`config.mk`:
```
export PLATFORM = sky130hd
export DESIGN_NAME = non_restoring_div_seq
export DESIGN_NICKNAME = d
export VERILOG_FILES = /design/src/rtl/non_restoring_div_seq.sv
export SDC_FILE = /design/constraint.sdc
export NUM_CORES = 1
export LEC_CHECK = 0
export ABC_AREA = 0
export CAP_MARGIN = 5
export CORE_UTILIZATION = 55
export CTS_CLUSTER_SIZE = 16
export DETAILED_ROUTE_END_ITERATION = 6
export HOLD_SLACK_MARGIN = 0.1
export PLACE_DENSITY = 0.91
export SLEW_MARGIN = 20
export SYNTH_ARGS = -nofsm -noshare
export SYNTH_HDL_FRONTEND = slang
export SYNTH_SLANG_ARGS = --single-unit
```
`constraint.sdc`:
```
create_clock -name clk -period 3.1 [get_ports clk]
set_input_delay 0.465 -clock clk [delete_from_list [all_inputs] [get_ports clk]]
set_output_delay 0.465 -clock clk [all_outputs]
set_load 0.05 [all_outputs]
```
`src/rtl/non_restoring_div_seq.sv`:
```
// rtl/non_restoring_div_seq.sv - sequential unsigned non-restoring divider, one add/sub step per clock
// Optional NRD_DIVZERO_EN: adds div0 output and a single-cycle zero-divisor shortcut.
module non_restoring_div_seq #(
    parameter int WIDTH = 4
) (
    input  logic             clk,
    input  logic             rst,
    input  logic             start,
    input  logic [WIDTH-1:0] X,
    input  logic [WIDTH-1:0] Y,
    output logic             busy,
    output logic             done,
    output logic [WIDTH-1:0] Q,
    output logic [WIDTH:0]   R
`ifdef NRD_DIVZERO_EN
    ,
    output logic             div0
`endif
);

    localparam int CW = $clog2(WIDTH + 1);

    typedef enum logic [1:0] {
        S_IDLE,
        S_RUN,
        S_FIX,
        S_DONE
    } state_t;

    state_t           state_q, state_d;
    logic [WIDTH:0]   a_q, a_d;
    logic [WIDTH-1:0] qr_q, qr_d;
    logic [WIDTH-1:0] m_q, m_d;
    logic [CW-1:0]    cnt_q, cnt_d;
    logic [WIDTH-1:0] q_q, q_d;
    logic [WIDTH:0]   r_q, r_d;
`ifdef NRD_DIVZERO_EN
    logic             div0_q, div0_d;
`endif

    // Datapath helpers: shifted partial remainder, one iteration step, final correction.
    logic [WIDTH:0] a_sh;
    logic [WIDTH:0] a_step;
    logic [WIDTH:0] a_fix;

    always_ff @(posedge clk) begin
        if (rst) begin
            state_q <= S_IDLE;
            a_q     <= '0;
            qr_q    <= '0;
            m_q     <= '0;
            cnt_q   <= '0;
            q_q     <= '0;
            r_q     <= '0;
`ifdef NRD_DIVZERO_EN
            div0_q  <= 1'b0;
`endif
        end else begin
            state_q <= state_d;
            a_q     <= a_d;
            qr_q    <= qr_d;
            m_q     <= m_d;
            cnt_q   <= cnt_d;
            q_q     <= q_d;
            r_q     <= r_d;
`ifdef NRD_DIVZERO_EN
            div0_q  <= div0_d;
`endif
        end
    end

    always_comb begin
        state_d = state_q;
        a_d     = a_q;
        qr_d    = qr_q;
        m_d     = m_q;
        cnt_d   = cnt_q;
        q_d     = q_q;
        r_d     = r_q;
`ifdef NRD_DIVZERO_EN
        div0_d  = 1'b0;
`endif

        // Sign of the remainder before the shift selects subtract vs add.
        a_sh   = {a_q[WIDTH-1:0], qr_q[WIDTH-1]};
        a_step = a_q[WIDTH] ? (a_sh + {1'b0, m_q}) : (a_sh - {1'b0, m_q});
        a_fix  = a_q[WIDTH] ? (a_q + {1'b0, m_q}) : a_q;

        case (state_q)
            S_IDLE, S_DONE: begin
                if (start) begin
                    a_d     = '0;
                    qr_d    = X;
                    m_d     = Y;
                    cnt_d   = CW'(WIDTH);
                    state_d = S_RUN;
`ifdef NRD_DIVZERO_EN
                    if (Y == '0) begin
                        state_d = S_DONE;
                        q_d     = '1;
                        r_d     = {1'b0, X};
                        div0_d  = 1'b1;
                    end
`endif
                end else if (state_q == S_DONE) begin
                    state_d = S_IDLE;
                end
            end
            S_RUN: begin
                a_d   = a_step;
                qr_d  = {qr_q[WIDTH-2:0], ~a_step[WIDTH]};
                cnt_d = cnt_q - 1'b1;
                if (cnt_q == CW'(1)) begin
                    state_d = S_FIX;
                end
            end
            S_FIX: begin
                a_d     = a_fix;
                q_d     = qr_q;
                r_d     = a_fix;
                state_d = S_DONE;
            end
            default: begin
                state_d = S_IDLE;
            end
        endcase
    end

    assign busy = (state_q == S_RUN) || (state_q == S_FIX);
    assign done = (state_q == S_DONE);
    assign Q    = q_q;
    assign R    = r_q;
`ifdef NRD_DIVZERO_EN
    assign div0 = div0_q;
`endif

endmodule
```
[After elaboration in Yosys (flattened, before gate mapping)]
Index checks and enable logic that the tools add are counted.
Word-level totals
  bits in registers: 27
  input port bits: 11
  output and inout port bits: 11
  word-level logic and storage cells: 38
Cells by class
  add/subtract/negate cells: 4
  equal/unequal tests: 7
  multiplexer cells: 12
  bitwise gates (word level): 1
  reduce and logical (&&, ||, !) cells: 7
Operators with widths (number)
  5-bit two-way mux: 3
  5-bit case mux with 3 select lines: 1
  5-bit by 4-bit adder with 5-bit output: 2
  4-bit case mux with 2 select lines: 1
  2-bit two-way mux: 3
  2-bit case mux with 3 select lines: 1
  3-bit case mux with 2 select lines: 1
  2-bit AND reduction: 3
  5-bit by 4-bit subtractor with 5-bit output: 1
  2-bit == test, second input constant: 2
  4-bit two-way mux: 1
  2-bit != test, second input constant: 2
  3-bit by 1-bit == test with 1-bit output, second input constant: 1
  3-bit two-way mux: 1
  3-bit != test, second input constant: 1
  3-bit by 1-bit subtractor with 3-bit output, second input constant: 1
  2-bit by 1-bit == test with 1-bit output, second input constant: 1
  2-bit zero test: 1
  2-bit nonzero test: 1
  2-bit OR reduction: 1
  1-bit logical OR: 1
  1-bit inverter: 1

[Depth between registers and ports, before layout]
  depth in word-level cells: 4
  depth in mapped cells: 10
  depth with buffers taken out: 10

[Worst setup path after synthesis]
OpenSTA, ideal clock, no wires.
  path kind: register to register
  start point: register m_q[1]
  end point: register a_q[4]
  library setup time: 0.115 ns
  data arrival time: 1.962 ns
  required time: 2.985 ns
  slack: 1.024 ns
  stages on the path, launching flop included: 11
  path buffers: 0
  period minus slack after synthesis: 2.076 ns
  cell sequence: dfxtp_1 inv_1 ha_1 mux2_2 inv_1 fa_1 nand2b_1 a21oi_1 xnor2_1 o21ai_1 o21a_1
On the way
  word-level cells in the longest chain between the ends: 3
  elaborated cells between the ends (all ways): 6
  those cells by class: add/sub: 3; mux: 3
Ends and longest elaborated chain
  from (decl): line 33  | logic [WIDTH-1:0] m_q, m_d;
  from (signal assigned): line 62  | m_q <= m_d;
  5-bit by 4-bit adder with 5-bit output, or another cell as far along: line 87  | a_fix = a_q[WIDTH] ? (a_q + {1'b0, m_q}) : a_q;
  5-bit two-way mux, on equally long branches: line 87, 86
  5-bit case mux with 3 select lines *: line 89  | case (state_q)
  to (signal assigned): line 49  | a_q <= '0;
  to (signal assigned): line 60  | a_q <= a_d;
  to (decl): line 31  | logic [WIDTH:0] a_q, a_d;
Mark *: on every way between the ends. The rest lies on a longest branch, timed or not.
A chain may end at the register's enable or synchronous reset.

[Final worst setup path]
  start point: register state_q[0]
  end point: output busy
On the way
  word-level cells in the longest chain between the ends: 2
  elaborated cells between the ends (all ways): 3
  those cells by class: eq/ne: 2; reduce/logical: 1
Ends and longest elaborated chain
  from (decl): line 30  | state_t state_q, state_d;
  from (signal assigned): line 59  | state_q <= state_d;
  2-bit by 1-bit == test with 1-bit output / 2-bit == test (equally long branches): line 129  | assign busy = (state_q == S_RUN) || (state_q == S_FIX);
  1-bit logical OR *: line 129
  to (decl): line 11  | output logic busy,
Marks and branches as above.

==> results.md <==
* CP arrival at 2430 ps
* Post-CTS sizing at 0
* Setup Fix Bufs, Post-CTS at 0
* CTS Buf Count at 3
* Post-synth EDFFs at 0
* Status: finished, final reports clean
* Post-route cell area at 1824 sq um
* Via Count at 1,373
* Xor-xnor portion of the synthesized cell area at 2.760%
* Die Span Y at 55.71 um
* Max Fclk at 345.1 MHz
* Peak VDD IR at 685.8 uV
* Share of the synthesized area in the top cell type at 34.07%
* Gr usage total at 23.60%
* Sequential share of the synthesized area at 34.07%
* Cells after Synth at 190
* Avg WL per Cell at 14.01 um
* Maxcap violations at 0
* Adder-cell share of the synthesized area at 13.56%
* First-pass GRT wire length at 5.871 mm
* Fraction of layout cells with a size suffix above 1 at 4.348%
* HPWL after detailed placement at 2.475 mm
* CP Capture Type: primary output
* CTS H-tree depth at 1
* Cts hold-fix bufs at 0
* Comb power frac at 57.4%
* #FFs+latches synth at 27
* Final net count at 235
* Synth Area in Compound Gates at 18.85%
* ANT cells at 0
* Worst slack, placed at 598.6 ps
* Fin crit period at 2898 ps
* NetSw at 0.0007398 W
* P per Cell Area at 857.2 nW/um^2
* Filler instances at 228
* Slew @ Worst Pin at 970.5 ps
* TNS Setup at 0 ps
* RSZ-0062 raised after global routing: false
* Worst-Skew Late Latency at 320 ps
* Post-placement cell area at 1798 sq um
* Initial Utilization at 58.03%
* Vias per cell at 5.769
* Worst Hold Slack at 469.7 ps
* Power Internal at 0.0008239 W
* Post-synthesis mux area share at 6.546%
* Largest family of logic cells by synthesized area: compound AO/OA/AOI/OAI gates
* Number of top-level pins at 22
* Iteration-0 DRC count of the detailed router at 63
* Full die area at 3104 sq um
* Total Wirelength at 3.335 mm
* Worst rel slew slack at 35.10%
* Clk pwr share at 9.6%
* YS warnings at 0
* Clk slew on worst S/H paths at 140 ps
* Leak at 0.7316 nW
* Post-Syn Nets at 217
* Pin count of the biggest net entering global routing at 28
* Die Wd at 55.71 um
* Commonest non-fill, non-tap cell in the layout: dfxtp_1
* Yosys top cell by area: dfxtp_1
* Yosys cell types at 41
* Critical Path RT at 2630 ps
* # DRC at 0
* Slew Limit Fails at 0
* Final Setup Violations at 0
* Async set-reset flop share out of synthesis at 0%
* Simple-gate share of the synthesized area at 18.06%
* Setup ws final at 202.0 ps
* Initial antenna violation count at 0
* Grt ovf at 0
* Buffers on Ports at 21
* Hold Crit Class: reg2reg
* CORE AREA at 2734 sq um
* Flop pwr share at 33.1%
* Main area contributors after synthesis: dfxtp_1, ha_1, a21oi_1
* Iteration count of the initial detailed-routing pass at 5
* Synthesized cell area at 1587 sq um
* Avg Inst Size Synth at 8.350 sq um
* Reg area at 540.5 sq um
* Critical-path maximum fanout at 17
* Row count at 19
* CTS sink count at 27
* CP startpoint kind: flop
* RePlAce Congestion at 0.8763
* WS Path Type: reg2out
* Most frequent cells in the layout: dfxtp_1, nor2_1, clkdlybuf4s50_1, nand2_1, a21oi_1
* Area of the multi-input gates at 948.4 sq um
* Antenna-violating nets left at 0
* Final hold vios at 0
* TritonCTS clock tree: built
* Top_reg_cell synth: dfxtp_1
* Root Buffer: clkbuf_4
* Clock Path Buffers at 2
* Switching share of power at 47.31%
* Period utilization at 93.48%
* Area Overhead vs Synth at 14.98%
* Vias in the first global route at 1,310
* Clock Skews at 2.395 ps
[kinds of logic (layout without fill, tap and decap cells)]
kind of cell,Yosys count,after routing
buf+inv,23,40
simple gates,62,62
mux,10,10
fa+ha+maj,16,16
xor+xnor,5,5
flops,27,27
compound gates,47,47
[layer usage]
metal / part of all wire, % / wire, um / GRT usage, %
met5: 0 / 0 / 0
met4: 2.3 / 78 / 8.929
met3: 4.3 / 143 / 3.023
met2: 48 / 1614 / 40.28
met1: 45 / 1500 / 30.38
[through the flow]
| step | utilization (%) | std cells | total power [W] |
|---|---|---|---|
| after CTS | 66.73 | 238 | 0.001565 |
| after global routing | 66.73 | 238 | 0.001698 |
| after global placement | 65.77 | 234 | 0.001383 |
| after floorplan | - | 190 | 0.001208 |
| after detailed placement | 65.77 | 234 | 0.001417 |
| final | 66.73 | 238 | 0.001564 |
[critical path, stage by stage, from the launching register on]
cell             delay (ps)
dfxtp_1                 420
inv_1                    60
ha_1                    510
inv_1                   280
clkdlybuf4s50_1         840
[sequential cells by signal (all words and copies together) (netlist names)]
signal	count
Q	4
R	5
a_q	5
cnt_q	3
m_q	4
qr_q	4
state_q	2
[power groups by stage]
stage	clock network, W	registers (W)	logic, W
floorplan	0	0.000553	0.000655
global placement	0	0.000517	0.000866
detailed placement	0	0.000524	0.000892
CTS	0.000153	0.000516	0.000896
global route	0.000169	0.000528	0.00100
finish	0.000150	0.000517	0.000897
[area by class of cell]
cell class	instances	area share, %
Multi-Input combinational cell	140	51.99
Sequential cell	27	29.63
Timing Repair Buffer	22	11.93
Inverter	14	2.881
Tap cell	31	2.126
Clock buffer	4	1.440
[worst paths after layout]
path / cells after the start / start / end / slack, ps
setup / recovery: 4 / state_q[0] / busy / 200
hold / removal: 2 / R[0] / R[0] / 470
setup reg to reg: 10 / m_q[1] / qr_q[0] / 760
hold reg to reg: 2 / R[0] / R[0] / 470
[synthesized netlist by cell type, types with 3 or more instances]
cell	instances
dfxtp_1	27
nor2_1	22
nand2_1	20
a21oi_1	17
ha_1	14
inv_1	14
mux2i_1	7
nand3_1	7
o21ai_0	6
a211oi_1	5
a31oi_1	3
buf_2	3
clkbuf_1	3
nand2b_1	3
o21ai_1	3
xnor2_1	3
Note: power is estimated with default switching activity, not from simulation.
